## src/rtl/cblock_cfg_if.sv

```systemverilog
// cblock_cfg_if: serial configuration chain handshake between the config controller and a connection block
interface cblock_cfg_if;
    logic cfg_si;
    logic cfg_valid;
    logic cfg_last;
    logic cfg_ready;
    logic cfg_done;
    logic cfg_err;
    logic cfg_rb;
    logic cfg_so;
    modport master (
        output cfg_si, cfg_valid, cfg_last, cfg_rb,
        input  cfg_ready, cfg_done, cfg_err, cfg_so
    );
    modport slave (
        input  cfg_si, cfg_valid, cfg_last, cfg_rb,
        output cfg_ready, cfg_done, cfg_err, cfg_so
    );
endinterface

```

## src/rtl/cblock_cfg.sv

```systemverilog
// cblock_cfg: parametrised connection block with serial shadow/active config chain; CBLOCK_READBACK_EN adds ACT readback on cfg_so
module cblock_cfg #(
    parameter int H_TRACKS = 3,
    parameter int V_TRACKS = 3,
    parameter int SEGS     = 3
) (
    input  logic                clk,
    input  logic                rst,
    input  logic [H_TRACKS-1:0] left_i,
    input  logic [V_TRACKS-1:0] up_i,
    output logic [H_TRACKS-1:0] right_o,
    output logic [V_TRACKS-1:0] down_o,
    cblock_cfg_if.slave         cfg
);
    localparam int HS       = H_TRACKS * SEGS;
    localparam int VS       = V_TRACKS * SEGS;
    localparam int HV       = H_TRACKS * V_TRACKS;
    localparam int CFG_BITS = HS + VS + 2 * HV;
    localparam int CW       = $clog2(CFG_BITS + 2);

    typedef enum logic [1:0] {IDLE, SHIFT, COMMIT} state_t;

    state_t              state_q, state_d;
    logic [CW-1:0]       cnt_q, cnt_d;
    logic [CFG_BITS-1:0] sh_q, sh_d;
    logic [CFG_BITS-1:0] act_q, act_d;
    logic                ready_q, ready_d;
    logic                done_q, done_d;
    logic                err_q, err_d;
    logic                accept;
    logic [HS-1:0]       ph;
    logic [VS-1:0]       pv;
    logic [HV-1:0]       ur;
    logic [HV-1:0]       ld;

    assign accept = cfg.cfg_valid & ready_q;
    assign ph     = act_q[CFG_BITS-1 -: HS];
    assign pv     = act_q[CFG_BITS-HS-1 -: VS];
    assign ur     = act_q[2*HV-1 -: HV];
    assign ld     = act_q[HV-1:0];

    assign cfg.cfg_ready = ready_q;
    assign cfg.cfg_done  = done_q;
    assign cfg.cfg_err   = err_q;
`ifdef CBLOCK_READBACK_EN
    assign cfg.cfg_so    = sh_q[CFG_BITS-1];
`else
    assign cfg.cfg_so    = 1'b0;
`endif

    // Next-state for the load FSM, shadow chain, frame counter and commit into ACT
    always_comb begin
        state_d = state_q;
        cnt_d   = cnt_q;
        sh_d    = accept ? {sh_q[CFG_BITS-2:0], cfg.cfg_si} : sh_q;
        act_d   = act_q;
        err_d   = err_q;
        done_d  = 1'b0;
        if (state_q == IDLE) begin
            if (accept) begin
                err_d   = 1'b0;
                cnt_d   = CW'(1);
                state_d = cfg.cfg_last ? COMMIT : SHIFT;
            end
`ifdef CBLOCK_READBACK_EN
            else if (cfg.cfg_rb) begin
                sh_d = act_q;
            end
`endif
        end else if (state_q == SHIFT) begin
            if (accept) begin
                cnt_d   = (cnt_q == CW'(CFG_BITS + 1)) ? cnt_q : cnt_q + CW'(1);
                state_d = cfg.cfg_last ? COMMIT : SHIFT;
            end
        end else begin
            state_d = IDLE;
            if (cnt_q == CW'(CFG_BITS)) begin
                act_d  = sh_q;
                done_d = 1'b1;
            end else begin
                err_d = 1'b1;
            end
        end
        ready_d = (state_d != COMMIT);
    end

    // Register FSM state, chain, active config and handshake outputs
    always_ff @(posedge clk or posedge rst) begin
        if (rst) begin
            state_q <= IDLE;
            cnt_q   <= '0;
            sh_q    <= '0;
            act_q   <= '0;
            ready_q <= 1'b1;
            done_q  <= 1'b0;
            err_q   <= 1'b0;
        end else begin
            state_q <= state_d;
            cnt_q   <= cnt_d;
            sh_q    <= sh_d;
            act_q   <= act_d;
            ready_q <= ready_d;
            done_q  <= done_d;
            err_q   <= err_d;
        end
    end

    // Crosspoint routing straight from ACT; open paths drive 0
    always_comb begin
        right_o = '0;
        down_o  = '0;
        for (int h = 0; h < H_TRACKS; h++) begin
            right_o[h] = (&ph[h*SEGS +: SEGS]) & left_i[h];
            for (int v = 0; v < V_TRACKS; v++)
                right_o[h] = right_o[h] | (ur[h*V_TRACKS+v] & up_i[v]);
        end
        for (int v = 0; v < V_TRACKS; v++) begin
            down_o[v] = (&pv[v*SEGS +: SEGS]) & up_i[v];
            for (int h = 0; h < H_TRACKS; h++)
                down_o[v] = down_o[v] | (ld[v*H_TRACKS+h] & left_i[h]);
        end
    end
endmodule

```

## src/flat_wrapper.sv

```systemverilog
// flat-port wrapper written by rule: the top's interface ports become plain ports
module cblock_cfg_flat 
#(
    parameter int H_TRACKS = 3,
    parameter int V_TRACKS = 3,
    parameter int SEGS     = 3
)
  (clk, rst, left_i, up_i, right_o, down_o, cfg_cfg_si, cfg_cfg_valid, cfg_cfg_last, cfg_cfg_rb, cfg_cfg_ready, cfg_cfg_done, cfg_cfg_err, cfg_cfg_so);
  cblock_cfg_if cfg_i ();
  input  logic clk;
  input  logic rst;
  input  logic [H_TRACKS-1:0] left_i;
  input  logic [V_TRACKS-1:0] up_i;
  output logic [H_TRACKS-1:0] right_o;
  output logic [V_TRACKS-1:0] down_o;
  input wire logic [$bits(cfg_i.cfg_si)-1:0] cfg_cfg_si;
  input wire logic [$bits(cfg_i.cfg_valid)-1:0] cfg_cfg_valid;
  input wire logic [$bits(cfg_i.cfg_last)-1:0] cfg_cfg_last;
  input wire logic [$bits(cfg_i.cfg_rb)-1:0] cfg_cfg_rb;
  output wire logic [$bits(cfg_i.cfg_ready)-1:0] cfg_cfg_ready;
  output wire logic [$bits(cfg_i.cfg_done)-1:0] cfg_cfg_done;
  output wire logic [$bits(cfg_i.cfg_err)-1:0] cfg_cfg_err;
  output wire logic [$bits(cfg_i.cfg_so)-1:0] cfg_cfg_so;
  assign cfg_i.cfg_si = cfg_cfg_si;
  assign cfg_i.cfg_valid = cfg_cfg_valid;
  assign cfg_i.cfg_last = cfg_cfg_last;
  assign cfg_i.cfg_rb = cfg_cfg_rb;
  assign cfg_cfg_ready = cfg_i.cfg_ready;
  assign cfg_cfg_done = cfg_i.cfg_done;
  assign cfg_cfg_err = cfg_i.cfg_err;
  assign cfg_cfg_so = cfg_i.cfg_so;
  cblock_cfg #(.H_TRACKS(H_TRACKS), .V_TRACKS(V_TRACKS), .SEGS(SEGS)) u_core (.clk(clk), .rst(rst), .left_i(left_i), .up_i(up_i), .right_o(right_o), .down_o(down_o), .cfg(cfg_i));
endmodule
```

## config.mk

```make
export PLATFORM = sky130hd
export DESIGN_NAME = cblock_cfg_flat
export DESIGN_NICKNAME = d
export VERILOG_FILES = /design/src/rtl/cblock_cfg_if.sv /design/src/rtl/cblock_cfg.sv /design/src/flat_wrapper.sv
export SDC_FILE = /design/constraint.sdc
export NUM_CORES = 1
export LEC_CHECK = 0
export ABC_AREA = 1
export CAP_MARGIN = 20
export CORE_MARGIN = 3
export CORE_UTILIZATION = 35
export DETAILED_ROUTE_END_ITERATION = 6
export PLACE_DENSITY_LB_ADDON = 0.08
export SYNTH_ARGS = -nofsm -noshare
export SYNTH_HDL_FRONTEND = slang
export SYNTH_SLANG_ARGS = --single-unit
```

## constraint.sdc

```tcl
create_clock -name clk -period 3.5 [get_ports clk]
set_input_delay 0.7 -clock clk [delete_from_list [all_inputs] [get_ports clk]]
set_output_delay 0.7 -clock clk [all_outputs]
set_load 0.03 [all_outputs]
```

; ---- After elaboration in Yosys (flattened, before gate mapping)
; Index checks and enable logic that the tools add are counted.
[classes]
eq_ne = 8
addsub = 1
n_mux = 16
bitwise = 45
reduce_logical = 11
[ops]
columns = operator, n
row1 = 6-bit two-way mux, 5
row2 = 3-bit AND reduction, 9
row3 = 1-bit AND, 25
row4 = 1-bit OR, 18
row5 = "6-bit equality test, second input constant", 2
row6 = 2-bit two-way mux, 4
row7 = "2-bit by 1-bit != test with 1-bit output, second input constant", 4
row8 = 1-bit two-way mux, 7
row9 = "6-bit by 1-bit adder with 6-bit output, second input constant", 1
row10 = "2-bit by 1-bit equality test with 1-bit output, second input constant", 1
row11 = 2-bit zero test, 1
row12 = "2-bit != test, second input constant", 1
row13 = 1-bit inverter, 2
row14 = 2-bit nonzero test, 1
[word_totals]
input_bits = 12
reg_bits = 83

; ---- Logic depth before layout (Yosys ltp)
[logic_depth]
word_depth = 5
depth_mapped = 9

; ---- Worst setup path before layout
; Ideal clock, no wire load.
[synth_path]
kind = input to output
startpoint = in up_i[1]
endpoint = out down_o[1]
setup_slack_ns = 1.732
arrival_ns = 1.068
path_buffers = 0
stages = 2
required_ns = 2.800
path_cell_list = nand4_1 nand4_1
[synth_via]
elab_chain_len = 4
[synth_rtl]
columns = item, line
row1 = "start, declared", flat_wrapper.sv:13  ; input logic [V_TRACKS-1:0] up_i;
row2 = 1-bit AND, cblock_cfg.sv:118  ; down_o[v] = (&pv[v*SEGS +: SEGS]) & up_i[v];
row3 = 1-bit OR (3 in a row), cblock_cfg.sv:120  ; down_o[v] = down_o[v] | (ld[v*H_TRACKS+h] & left_i[h]);
row4 = "end, declared", flat_wrapper.sv:15  ; output logic [V_TRACKS-1:0] down_o;
; Every way passes these cells.

; ---- Final worst setup path
; Same ends and word-level chain as after synthesis.

==> reports/results.ini <==
[global_route]
grt_pass1_vias=2501
grt_pass1_wl_um=12500
grt_usage_pct=14.2
antenna_found_initial=0
top_usage_layer=met2
grt_max_degree=39
overflow=0
grtUsageMet2_pct=21.4
grt_util_met1_pct=20.2
use_met3_pct=2.88

[routing]
antenna_left=0
first_pass_iters=4
drc=0
drt-initial-drc-count=86
wire_per_inst_um=13.1
vias_per_cell=4.55
via_count=2476
wirelength_um=7130

[timing]
min_period_over_period_pct=85.3
fmax_mhz=335
clock-skew-final_ps=12.7
finalSetupViolations=0
hold_viol_final=0
hold_slack_ps=469
period_minus_slack_ps=2980
worstMarginPinSlew_ps=670
final-max-slew-violation-count=0
relSlewSlack_pct=55.2
rsz0062_at_grt=no
fin_tns_setup_ps=0

[yosys]
yosys.area_share.adder_pct=1.09
yosys.area_share.simple_pct=25.8
synthDistinctLibCells=23
synth_seq_cells=83
synthCells=391
synth_area_mm2=0.00345
postSynthNetCount=406
synth.top_cell.area_share_pct=59.5
synth_top_area_cell=dfrtp_1
synth_top_family_by_area=simple AND/OR/NAND/NOR gates
yosysSeqAreaShare_pct=60.3
synth_area_leaders=dfrtp_1, nand2_1, o21ai_0
ys_warn_count=0
synthXorXnorAreaFrac_pct=0
synth.avg_cell_area_um2=8.82
synth_compound_area_share_pct=6.46
synthMuxAreaShare_pct=0

[clocking]
cts_root_buffer=clkbuf_8
numCtsBuffers=9
cts_tree=done
cts.sinks=83
cts_hold_buf=0
postCtsSetupRepairBufs=0
cts_resized=0
htreeDepth=3
cts_buffer_depth=2
cts.clk_slew.worst_paths_ps=90
clock_latency_ps=350

[final_layout]
syn_to_final_growth_pct=14.0
fin_area_mm2=0.00393
layout.area.seq_mm2=0.00208
diodes=0
final_cells=544
multi_input_area_mm2=0.00115
drive_gt1_share_pct=8.67
nets=425
nFillCells=981

[setup_path]
rr_startpoint=u_core.cfg.cfg_ready
arrival_ps=2280
crit_path_end=down_o[1]
worstPathRequired_ps=2800
cp-end-kind=primary output
start_kind=input pin
cp-startpoint=up_i[1]
path_class=input pin to primary output
critPathMaxFanout=4
r2r_end=u_core.cnt_q[4]
reg2reg_depth=6
r2r_slack_ps=1830

[worst_hold_path]
hold_class=flop to flop
min_path_cells=2

[power_and_ir_drop]
power-per-cell-area_mw_per_mm2=527
p_leak_nw=1.96
p_total_mw=2.07
peakVddDrop_mv=0.189

[run_status]
outcome=completed

[floorplanning]
dieWidth_um=105
boundaryPins=22
rows=35
dieArea_mm2=0.0111
core_mm2=0.00942
die_h_um=105
initial_core_util_pct=36.6

[place]
gp_congestion=0.740
placed_cell_area_mm2=0.00373
dp_cells=528
port_buffers=19
place.detailed.hpwl_um=4570

[flow_run]
drv_cap=0

==> per-layer routing <==
layer / vias to the layer above / wire length, um
li1: 1255 / -
met1: 1181 / 3590
met2: 29 / 3180
met3: 11 / 246
met4: 0 / 119
met5: - / 0
==> worst max-delay path, stage by stage <==
cell and delay [ps]:
clkdlybuf4s50_1 660, nand4_1 160, nand4_1 90, clkdlybuf4s50_1 670
==> area by class of cell <==
type                       instances  area share [%]
inverter                          29            2.80
tap                              129            4.11
sequential                        83            52.9
multi-input combinational        263            29.3
clock inverter                     6            1.85
clock buffer                      10            3.25
timing repair buffer              24            5.79
==> flip-flops by register name, summed over array words and instances, names as in the netlist <==
register and flops:
u_core.cfg.cfg_ready 1, u_core.cfg.cfg_err 1, u_core.sh_q 36, u_core.cfg.cfg_done 1, u_core.act_q 36, u_core.state_q 2
u_core.cnt_q 6
==> synth_stat cells <==
master	number
a21oi_1	1
buf_1	1
buf_12	1
buf_2	5
buf_4	1
buf_6	3
clkbuf_1	5
conb_1	1
dfrtp_1	82
dfstp_2	1
ha_1	3
inv_1	28
inv_2	1
nand2_1	176
nand2_2	10
nand3_1	5
nand4_1	15
nor2_1	6
nor2_2	1
nor2_4	1
o21ai_0	42
o21bai_1	1
or2_2	1
==> placed cells by master, fill, tap and decap left out, types with 2 or more instances in the layout <==
master,count
buf_4,5
clkbuf_8,9
clkdlybuf4s50_1,19
clkinv_4,2
dfrtp_1,82
ha_1,3
inv_1,27
inv_6,2
nand2_1,176
nand2_2,10
nand3_1,5
nand4_1,15
nor2_1,6
o21ai_0,42
==> power by group <==
part	internal [mW]	switching, mW
clock	0.338	0.364
combinational	0.0798	0.137
sequential	1.07	0.0853
total	1.49	0.586
==> kinds of logic (layout without fill, tap and decap cells) <==
family	Yosys count	after routing
buffers and inverters	45	69
flip-flops	83	83
AO/OA/AOI/OAI	44	44
other	1	1
AND/OR/NAND/NOR	215	215
adder cells (fa/ha/maj)	3	3
==> per-stage QoR <==
| step | util [%] | setup WS [ps] |
|---|---|---|
| floorplan | - | 665 |
| global placement | 39.6 | 499 |
| detailed placement | 39.6 | 498 |
| finish | 41.7 | 515 |
| CTS | 41.7 | 492 |
| global route | 41.7 | 458 |
==> worst min path at each step <==
stage	slack, ps	startpoint	to
finish	470	u_core.sh_q[31]	u_core.act_q[31]
global route	490	u_core.act_q[33]	u_core.act_q[33]
CTS	480	u_core.sh_q[33]	u_core.act_q[33]
detailed placement	460	u_core.act_q[3]	u_core.act_q[3]
global placement	450	u_core.act_q[28]	u_core.act_q[28]
floorplan	440	u_core.act_q[18]	u_core.act_q[18]
(Power assumes the default switching activity.)
